$ cat src/rtl/logic_pkg.sv
// ============================================================================
// Module : logic_pkg
// Brief  : Shared op codes and FSM state encodings for the serial logic unit.
// Rev    : 1.0
// ============================================================================
`default_nettype none

package logic_pkg;

    localparam logic [2:0] OP_NOT  = 3'b000;
    localparam logic [2:0] OP_AND  = 3'b001;
    localparam logic [2:0] OP_OR   = 3'b010;
    localparam logic [2:0] OP_XOR  = 3'b011;
    localparam logic [2:0] OP_NAND = 3'b100;
    localparam logic [2:0] OP_NOR  = 3'b101;
    localparam logic [2:0] OP_XNOR = 3'b110;
    localparam logic [2:0] OP_PASS = 3'b111;

    typedef logic [1:0] state_t;

    localparam state_t IDLE = 2'd0;
    localparam state_t RUN  = 2'd1;
    localparam state_t DONE = 2'd2;

endpackage

`default_nettype wire

$ cat src/rtl/logic_slice.sv
// ============================================================================
// Module : logic_slice
// Brief  : Combinational SLICE-bit, eight-operation gate slice.
// Rev    : 1.0
// ============================================================================
`default_nettype none

module logic_slice
    import logic_pkg::*;
#(
    parameter int SLICE = 8
) (
    input  logic [2:0]       op,
    input  logic [SLICE-1:0] a_slice,
    input  logic [SLICE-1:0] b_slice,
    output logic [SLICE-1:0] y_slice
);

    always_comb begin
        y_slice = a_slice;
        case (op)
            OP_NOT:  y_slice = ~a_slice;
            OP_AND:  y_slice = a_slice & b_slice;
            OP_OR:   y_slice = a_slice | b_slice;
            OP_XOR:  y_slice = a_slice ^ b_slice;
            OP_NAND: y_slice = ~(a_slice & b_slice);
            OP_NOR:  y_slice = ~(a_slice | b_slice);
            OP_XNOR: y_slice = ~(a_slice ^ b_slice);
            OP_PASS: y_slice = a_slice;
            default: y_slice = a_slice;
        endcase
    end

endmodule

`default_nettype wire

$ cat src/rtl/bitwise_logic_serial.sv
// ============================================================================
// Module : bitwise_logic_serial
// Brief  : WIDTH-bit logic unit evaluating SLICE bits per cycle, start/busy/done.
// Rev    : 1.0
// ============================================================================
`default_nettype none

module bitwise_logic_serial
    import logic_pkg::*;
#(
    parameter int WIDTH = 32,
    parameter int SLICE = 8
) (
    input  logic             clk,
    input  logic             rst_n,
    input  logic             start,
    input  logic [2:0]       op,
    input  logic [WIDTH-1:0] a,
    input  logic [WIDTH-1:0] b,
    output logic             busy,
    output logic             done,
    output logic [WIDTH-1:0] result
);

    localparam int c_nslice = WIDTH / SLICE;
    localparam int c_cnt_w  = (c_nslice > 1) ? $clog2(c_nslice) : 1;
    localparam logic [c_cnt_w-1:0] c_last_idx = c_cnt_w'(c_nslice - 1);

    generate
        if (WIDTH % SLICE != 0) begin : g_width_check
            $error("bitwise_logic_serial: WIDTH must be a multiple of SLICE");
        end
    endgenerate

    state_t             r_state;
    logic [c_cnt_w-1:0] r_idx;
    logic [2:0]         r_op;
    logic [WIDTH-1:0]   r_a;
    logic [WIDTH-1:0]   r_b;
    logic [WIDTH-1:0]   r_result;

    logic [SLICE-1:0]   w_a_slice;
    logic [SLICE-1:0]   w_b_slice;
    logic [SLICE-1:0]   w_y_slice;

    assign w_a_slice = r_a[int'(r_idx) * SLICE +: SLICE];
    assign w_b_slice = r_b[int'(r_idx) * SLICE +: SLICE];

    // One shared gate slice walks across the latched word
    logic_slice #(
        .SLICE (SLICE)
    ) u_slice (
        .op      (r_op),
        .a_slice (w_a_slice),
        .b_slice (w_b_slice),
        .y_slice (w_y_slice)
    );

    always_ff @(posedge clk or negedge rst_n) begin
        if (!rst_n) begin
            r_state  <= IDLE;
            r_idx    <= '0;
            r_op     <= OP_NOT;
            r_a      <= '0;
            r_b      <= '0;
            r_result <= '0;
        end else begin
            case (r_state)
                IDLE: begin
                    if (start) begin
                        r_op     <= op;
                        r_a      <= a;
                        r_b      <= b;
                        r_idx    <= '0;
                        r_result <= '0;
                        r_state  <= RUN;
                    end
                end
                RUN: begin
                    r_result[int'(r_idx) * SLICE +: SLICE] <= w_y_slice;
                    // Counter parks on the last slice rather than wrapping
                    if (r_idx == c_last_idx) begin
                        r_state <= DONE;
                    end else begin
                        r_idx <= r_idx + c_cnt_w'(1);
                    end
                end
                DONE: begin
                    r_state <= IDLE;
                end
                default: begin
                    r_state <= IDLE;
                end
            endcase
        end
    end

    assign busy   = (r_state == RUN);
    assign done   = (r_state == DONE);
    assign result = r_result;

endmodule

`default_nettype wire
$ cat config.mk
export PLATFORM = sky130hd
export DESIGN_NAME = bitwise_logic_serial
export DESIGN_NICKNAME = d
export VERILOG_FILES = /design/src/rtl/logic_pkg.sv /design/src/rtl/logic_slice.sv /design/src/rtl/bitwise_logic_serial.sv
export SDC_FILE = /design/constraint.sdc
export NUM_CORES = 1
export LEC_CHECK = 0
export BUFFER_PORTS_ARGS = -buffer_cell sky130_fd_sc_hd__buf_4
export CORE_MARGIN = 4
export CORE_UTILIZATION = 55
export CTS_BUF_LIST = sky130_fd_sc_hd__clkbuf_16
export CTS_CLUSTER_SIZE = 12
export DETAILED_ROUTE_END_ITERATION = 8
export GPL_TIMING_DRIVEN = 0
export PLACE_DENSITY = 0.79
export SYNTH_ARGS = -nofsm -noshare
export SYNTH_HDL_FRONTEND = slang
export SYNTH_HIERARCHICAL = 1
export SYNTH_SLANG_ARGS = --single-unit
$ cat constraint.sdc
create_clock -name clk -period 3.9 [get_ports clk]
set_clock_uncertainty 0.1 [all_clocks]
set_input_delay 0.195 -clock clk [delete_from_list [all_inputs] [get_ports clk]]
set_output_delay 0.195 -clock clk [all_outputs]
set_load 0.02 [all_outputs]
# [Word level (Yosys, flattened, before mapping)]
# Cells that the tools add are included.
[totals] ff_bits=103 input_bits=70 out_inout_bits=34 word_cells=49
[classes] n_addsub=2 n_eq_ne=13 n_shift=4 mux=10 bitwise=7 reduce_logical=7
[op_table] cell="32-bit one-hot mux with 2 select lines" n=1
[op_table] cell="8-bit one-hot mux with 8 select lines" n=1
[op_table] cell="32-bit by 6-bit indexed part select with 8-bit output" n=2
[op_table] cell="5-bit negation with 33-bit output" n=1
[op_table] cell="8-bit by 33-bit variable shift with 32-bit output, first input constant" n=1
[op_table] cell="8-bit by 33-bit indexed part select with 32-bit output" n=1
[op_table] cell="32-bit bitwise mux" n=1
[op_table] cell="32-bit 2-to-1 mux" n=1
[op_table] cell="8-bit inverter" n=4
[op_table] cell="3-bit equality test, second input constant" n=4
[op_table] cell="8-bit AND" n=1
[op_table] cell="2-bit 2-to-1 mux" n=4
[op_table] cell="8-bit OR" n=1
[op_table] cell="2-bit one-hot mux with 2 select lines" n=2
[op_table] cell="8-bit bitwise XOR" n=1
[op_table] cell="3-bit by 2-bit equality test with 1-bit output, second input constant" n=2
[op_table] cell="2-bit AND reduction" n=3
[op_table] cell="2-bit equality test, second input constant" n=2
[op_table] cell="2-bit inequality test, second input constant" n=2
[op_table] cell="3-bit by 1-bit equality test with 1-bit output, second input constant" n=1
[op_table] cell="3-bit zero test" n=1
[op_table] cell="3-bit AND reduction" n=1
[op_table] cell="2-bit by 1-bit adder with 2-bit output, second input constant" n=1
[op_table] cell="2-bit by 1-bit equality test with 1-bit output, second input constant" n=1
[op_table] cell="3 further kinds" n=3

# [Logic depth before layout (Yosys ltp)]
[logic_depth] ltp_word=7 ltp_mapped=10 mapped_depth_nobuf=8

# [Cells and area by module]
# The synthesis kept the hierarchy.
[by_module_without_submodules] mod="bitwise_logic_serial" n_inst=1 cells_per_inst=265 area_per_inst_um2=4375.4 seq_area_each_um2=2577.5
[by_module_without_submodules] mod="logic_slice" n_inst=1 cells_per_inst=123 area_per_inst_um2=843.3 seq_area_each_um2=0.0

# [Least setup slack after synthesis]
# No wires, ideal clock.
[synth_path] kind="register to register" from="register r_idx[0]" to="register r_result[4], in the netlist result[4]" setup_time_ps=121 arrival_time_ps=2540 required_ps=3679 path_slack_ps=1139 stages_incl_launch_ff=8 n_path_buf=2 period_less_slack_ps=2761 cell_sequence="dfrtp_1 buf_4 buf_4 mux4_2 ha_1 mux2_1 mux4_2 a22o_1"
[synth_via] elab_chain_len=7 elab_cells_between_ends=15 cone_classes="1 x add/sub; 4 x shift; 3 x mux; 7 x bitwise"
[synth_rtl] element="start: declaration" line="bitwise_logic_serial.sv:36" source="logic [c_cnt_w-1:0] r_idx;"
[synth_rtl] element="start signal: assignment" line="bitwise_logic_serial.sv:85" source="r_idx <= r_idx + c_cnt_w'(1);"
[synth_rtl] element="32-bit by 6-bit indexed part select with 8-bit output *" line="bitwise_logic_serial.sv:47" source="assign w_b_slice = r_b[int'(r_idx) * SLICE +: SLICE];"
[synth_rtl] element="via w_b_slice[4]" line="bitwise_logic_serial.sv:43" source="logic [SLICE-1:0] w_b_slice;"
[synth_rtl] element="8-bit bitwise XOR (tied with other cells)" line="logic_slice.sv:25, logic_slice.sv:28"
[synth_rtl] element="8-bit inverter, on equally long branches" line="logic_slice.sv:28, logic_slice.sv:26, logic_slice.sv:27"
[synth_rtl] element="8-bit one-hot mux with 8 select lines *" line="logic_slice.sv:21" source="case (op)"
[synth_rtl] element="via w_y_slice[4]" line="bitwise_logic_serial.sv:44" source="logic [SLICE-1:0] w_y_slice;"
[synth_rtl] element="8-bit by 33-bit indexed part select with 32-bit output *" line="bitwise_logic_serial.sv:80" source="r_result[int'(r_idx) * SLICE +: SLICE] <= w_y_slice;"
[synth_rtl] element="32-bit bitwise mux *" line="bitwise_logic_serial.sv:80"
[synth_rtl] element="32-bit one-hot mux with 2 select lines *" line="bitwise_logic_serial.sv:68" source="case (r_state)"
[synth_rtl] element="end signal: indexed assignment" line="bitwise_logic_serial.sv:80"
[synth_rtl] element="end: declaration" line="bitwise_logic_serial.sv:40" source="logic [WIDTH-1:0] r_result;"
# The timed path passes the listed nets; every way through them passes the cells marked *.
# A chain may end at the register's enable or synchronous reset.

# [Worst setup path in the final report]
[layout_path] from="register r_idx[1]" to="register r_result[3], in the netlist result[3]"
[layout_via] elab_chain_len=7 elab_cells_between_ends=15 cone_classes="1 x add/sub; 4 x shift; 3 x mux; 7 x bitwise"
[layout_rtl] element="32-bit by 6-bit indexed part select with 8-bit output *" line="bitwise_logic_serial.sv:46" source="assign w_a_slice = r_a[int'(r_idx) * SLICE +: SLICE];"
[layout_rtl] element="via w_a_slice[3]" line="bitwise_logic_serial.sv:42" source="logic [SLICE-1:0] w_a_slice;"
[layout_rtl] element="8-bit bitwise XOR (tied with other cells)" line="logic_slice.sv:25, logic_slice.sv:28"
[layout_rtl] element="8-bit inverter, on equally long branches" line="logic_slice.sv:28, logic_slice.sv:26, logic_slice.sv:27"
[layout_rtl] element="8-bit one-hot mux with 8 select lines *" line="logic_slice.sv:21"
[layout_rtl] element="via w_y_slice[3]" line="bitwise_logic_serial.sv:44"
[layout_rtl] element="8-bit by 33-bit indexed part select with 32-bit output *" line="bitwise_logic_serial.sv:80"
[layout_rtl] element="32-bit bitwise mux *" line="bitwise_logic_serial.sv:80"
[layout_rtl] element="32-bit one-hot mux with 2 select lines *" line="bitwise_logic_serial.sv:68"
# Marks and branches as above.

==> results.toml <==
[route]
ant_nets = 0
via_count = 3851
wirelength_um = 12900
drt-wirelength-per-cell_um = 18.4
drtIter0Drc = 258
via_per_inst = 5.50
drc = 0
first_pass_iters = 4

[power_and_ir_drop]
p_clk_share_pct = 15.5
leakage_nw = 3.32
combPwrFrac_pct = 55.4
p_switching_mw = 2.53
seqPwrFrac_pct = 29.1
p_int_mw = 3.77
finalPower_mw = 6.30
ir_worst_vdd_v = 0.000377
switching_share_pct = 40.2
powerDensity_nw_per_um2 = 885

[yosys]
yosys_warnings = 6
ys_top_cells_by_area = "dfrtp_1, mux2_2, mux4_2, a22o_1, ha_1"
yosys.area_share.simple_pct = 6.45
ys_types = 38
synthCells = 388
yosysSeqAreaShare_pct = 49.4
synth_top_cell_by_area = "dfrtp_1"
synth_top_family_by_area = "multiplexers"
synth_xor_area_share_pct = 0
syn_area_um2 = 5220
syn_avg_cell_area_um2 = 13.5
synth_seq_cells = 103
syn-num-nets = 480
synth_compound_area_share_pct = 10.7
synthMuxAreaShare_pct = 23.9
synthAdderAreaFrac_pct = 5.27
synth.top_cell.area_share_pct = 49.4

[setup_path]
critPathRequiredTime_ps = 4080
cp_cell_sequence = "clkbuf_1 -> buf_2 -> mux4_2 -> inv_1 -> ha_1 -> inv_1 -> mux4_2 -> o21ai_1 -> a22o_1"
worstSetupStartpointType = "flop"
critPathSlowestCell = "clkbuf_1"
crit_fanout = 10
crit_family = "buffers and inverters"
worst_setup_path_end_kind = "flop"
critPathKind = "flop to flop"
worstPathArrival_ps = 3330
worst-path-buf-inv = 4
cp_slowest_stage_delay_ps = 470

[clock_tree]
clk_pin_slew_ps = 70
cts_made_buffers = 9
clk_latency_ps = 340
clk_path_buf_depth = 2
cts_resized = 0
h-tree-depth = 3
cts.sinks = 103
cts_root_buffer = "clkbuf_16"
cts_tree = "built"
postCtsSetupBuffers = 0

[timing]
clock.fmax_ghz = 0.317
slew_viol_final = 0
hold_violations = 0
setup_violations = 0
slew_headroom_pct = 40.0
finalSetupTns_ps = 0
rsz0062_at_grt = "false"
fin_crit_sh_pct = 80.9
finalCriticalPeriod_ps = 3160
tightest_slew_ps = 900
hold_slack_ps = 5.38

[floorplanning]
die_w_um = 105
core_area_um2 = 9240
num_rows = 35
die_area_um2 = 11100
num_io_pins = 104
initial_core_util_pct = 56.5
fp.dieH_um = 105

[global_routing]
grt_overflow = 0
grt_pass1_wl_um = 21300
grt_pass1_vias = 4159
antenna_found_initial = 0
track_usage_pct = 24.5
grt_max_degree = 104

[cells_and_area]
drive_gt1_share_pct = 36.8
n_antenna_cell = 0
nets = 658
fillerInstances = 535
synthToLayoutAreaGrowth_pct = 36.5

[placed_design]
place_congestion = 0.865
portBuffers = 103
hpwl_um = 8740

[outcome]
outcome = "complete, no violations"

[run]
maxCapViolations = 0

[min_path]
hp-class = "primary input to flop"
## path summary, 6_finish.rpt
| kind | slack, ps | to | from | cells after the start |
|---|---|---|---|---|
| max in group asynchronous | 2680 | r_a[3] | rst_n | 2 |
| min reg2reg | 390 | r_b[23] | r_b[23] | 1 |
| min in group asynchronous | 420 | r_a[2] | rst_n | 2 |
| max | 740 | result[3] | r_idx[1] | 9 |
| min | 5 | r_a[19] | a[19] | 2 |
| max reg2reg | 740 | result[3] | r_idx[1] | 9 |
## flip-flops by register name, indices dropped and copies added (netlist names)
name     cells
r_a         32
r_b         32
result      32
r_op         3
r_idx        2
r_state      2
## power groups by stage
| stage | sequential, mW | combinational, mW | clock [mW] |
|---|---|---|---|
| final | 1.83 | 3.49 | 0.979 |
| after detailed placement | 1.84 | 3.39 | 0 |
| after global routing | 1.89 | 3.82 | 1.04 |
| after CTS | 1.82 | 3.48 | 0.989 |
| after global placement | 1.81 | 3.23 | 0 |
| after floorplan | 1.87 | 2.43 | 0 |
## routing by layer
layer	GRT usage (%)	share of wire [%]
met1	30.8	40
met2	42.8	52
met3	5.39	6.0
met4	6.94	1.6
met5	0	0
## stage by stage
step / area, um2 / util, % / instances / setup slack, ps
final: 7120 / 77.1 / 700 / 744
after global routing: 7120 / 77.1 / 700 / 574
after CTS: 7110 / 77.0 / 699 / 773
after detailed placement: 6150 / 66.6 / 620 / 827
after global placement: 6150 / 66.6 / 620 / 841
after floorplan: 5220 / - / 388 / 1140
## Yosys cell counts, drive strengths merged
| master | n |
|---|---|
| a211o | 2 |
| a21boi | 2 |
| a21o | 4 |
| a21oi | 3 |
| a221o | 2 |
| a22o | 33 |
| a41oi | 2 |
| and2 | 1 |
| buf | 18 |
| clkbuf | 2 |
| dfrtp | 103 |
| ha | 22 |
| inv | 28 |
| mux2 | 69 |
| mux2i | 4 |
| mux4 | 19 |
| nand2 | 20 |
| nand2b | 3 |
| nand3 | 4 |
| nor2 | 11 |
| nor2b | 3 |
| nor3 | 2 |
| nor3b | 2 |
| nor4 | 3 |
| nor4b | 1 |
| o2111ai | 2 |
| o211ai | 4 |
| o21a | 4 |
| o21ai | 5 |
| o221ai | 6 |
| or3 | 4 |
## layout by cell type, fill, tap and decap left out, types with 9 or more instances in the layout
cell	synthesis	final
dlygate4sd3_1	0	64
mux2_2	48	48
ha_1	22	22
dfrtp_1	103	103
clkbuf_16	0	9
mux4_2	19	19
a22o_1	33	33
nor2_1	11	11
nand2_1	20	20
buf_2	12	12
buf_4	4	106
inv_1	27	27
mux2_1	21	21
## cells by family (layout without fill, tap and decap cells)
kind of cell,Yosys count,in the layout
flip-flops,103,103
multiplexers,92,92
AO/OA/AOI/OAI,69,69
AND/OR/NAND/NOR,54,54
buffers and inverters,48,231
adder cells (fa/ha/maj),22,22
## what timing repair did
action / CTS / global route
endpoints found under the hold margin: 63 / 103
hold buffers: 63 / 1
setup endpoints to repair: 0 / 0
## cell type report
cell class | count | area (um2) | area share [%]
Tap cell | 129 | 161 | 2.27
Sequential cell | 103 | 2580 | 36.2
Multi-Input combinational cell | 237 | 2420 | 33.9
Buffer | 20 | 120 | 1.69
Inverter | 28 | 105 | 1.48
Clock inverter | 7 | 101 | 1.42
Clock buffer | 9 | 225 | 3.16
Timing Repair Buffer | 167 | 1420 | 19.9
Note: power is estimated with default switching activity, not from simulation.
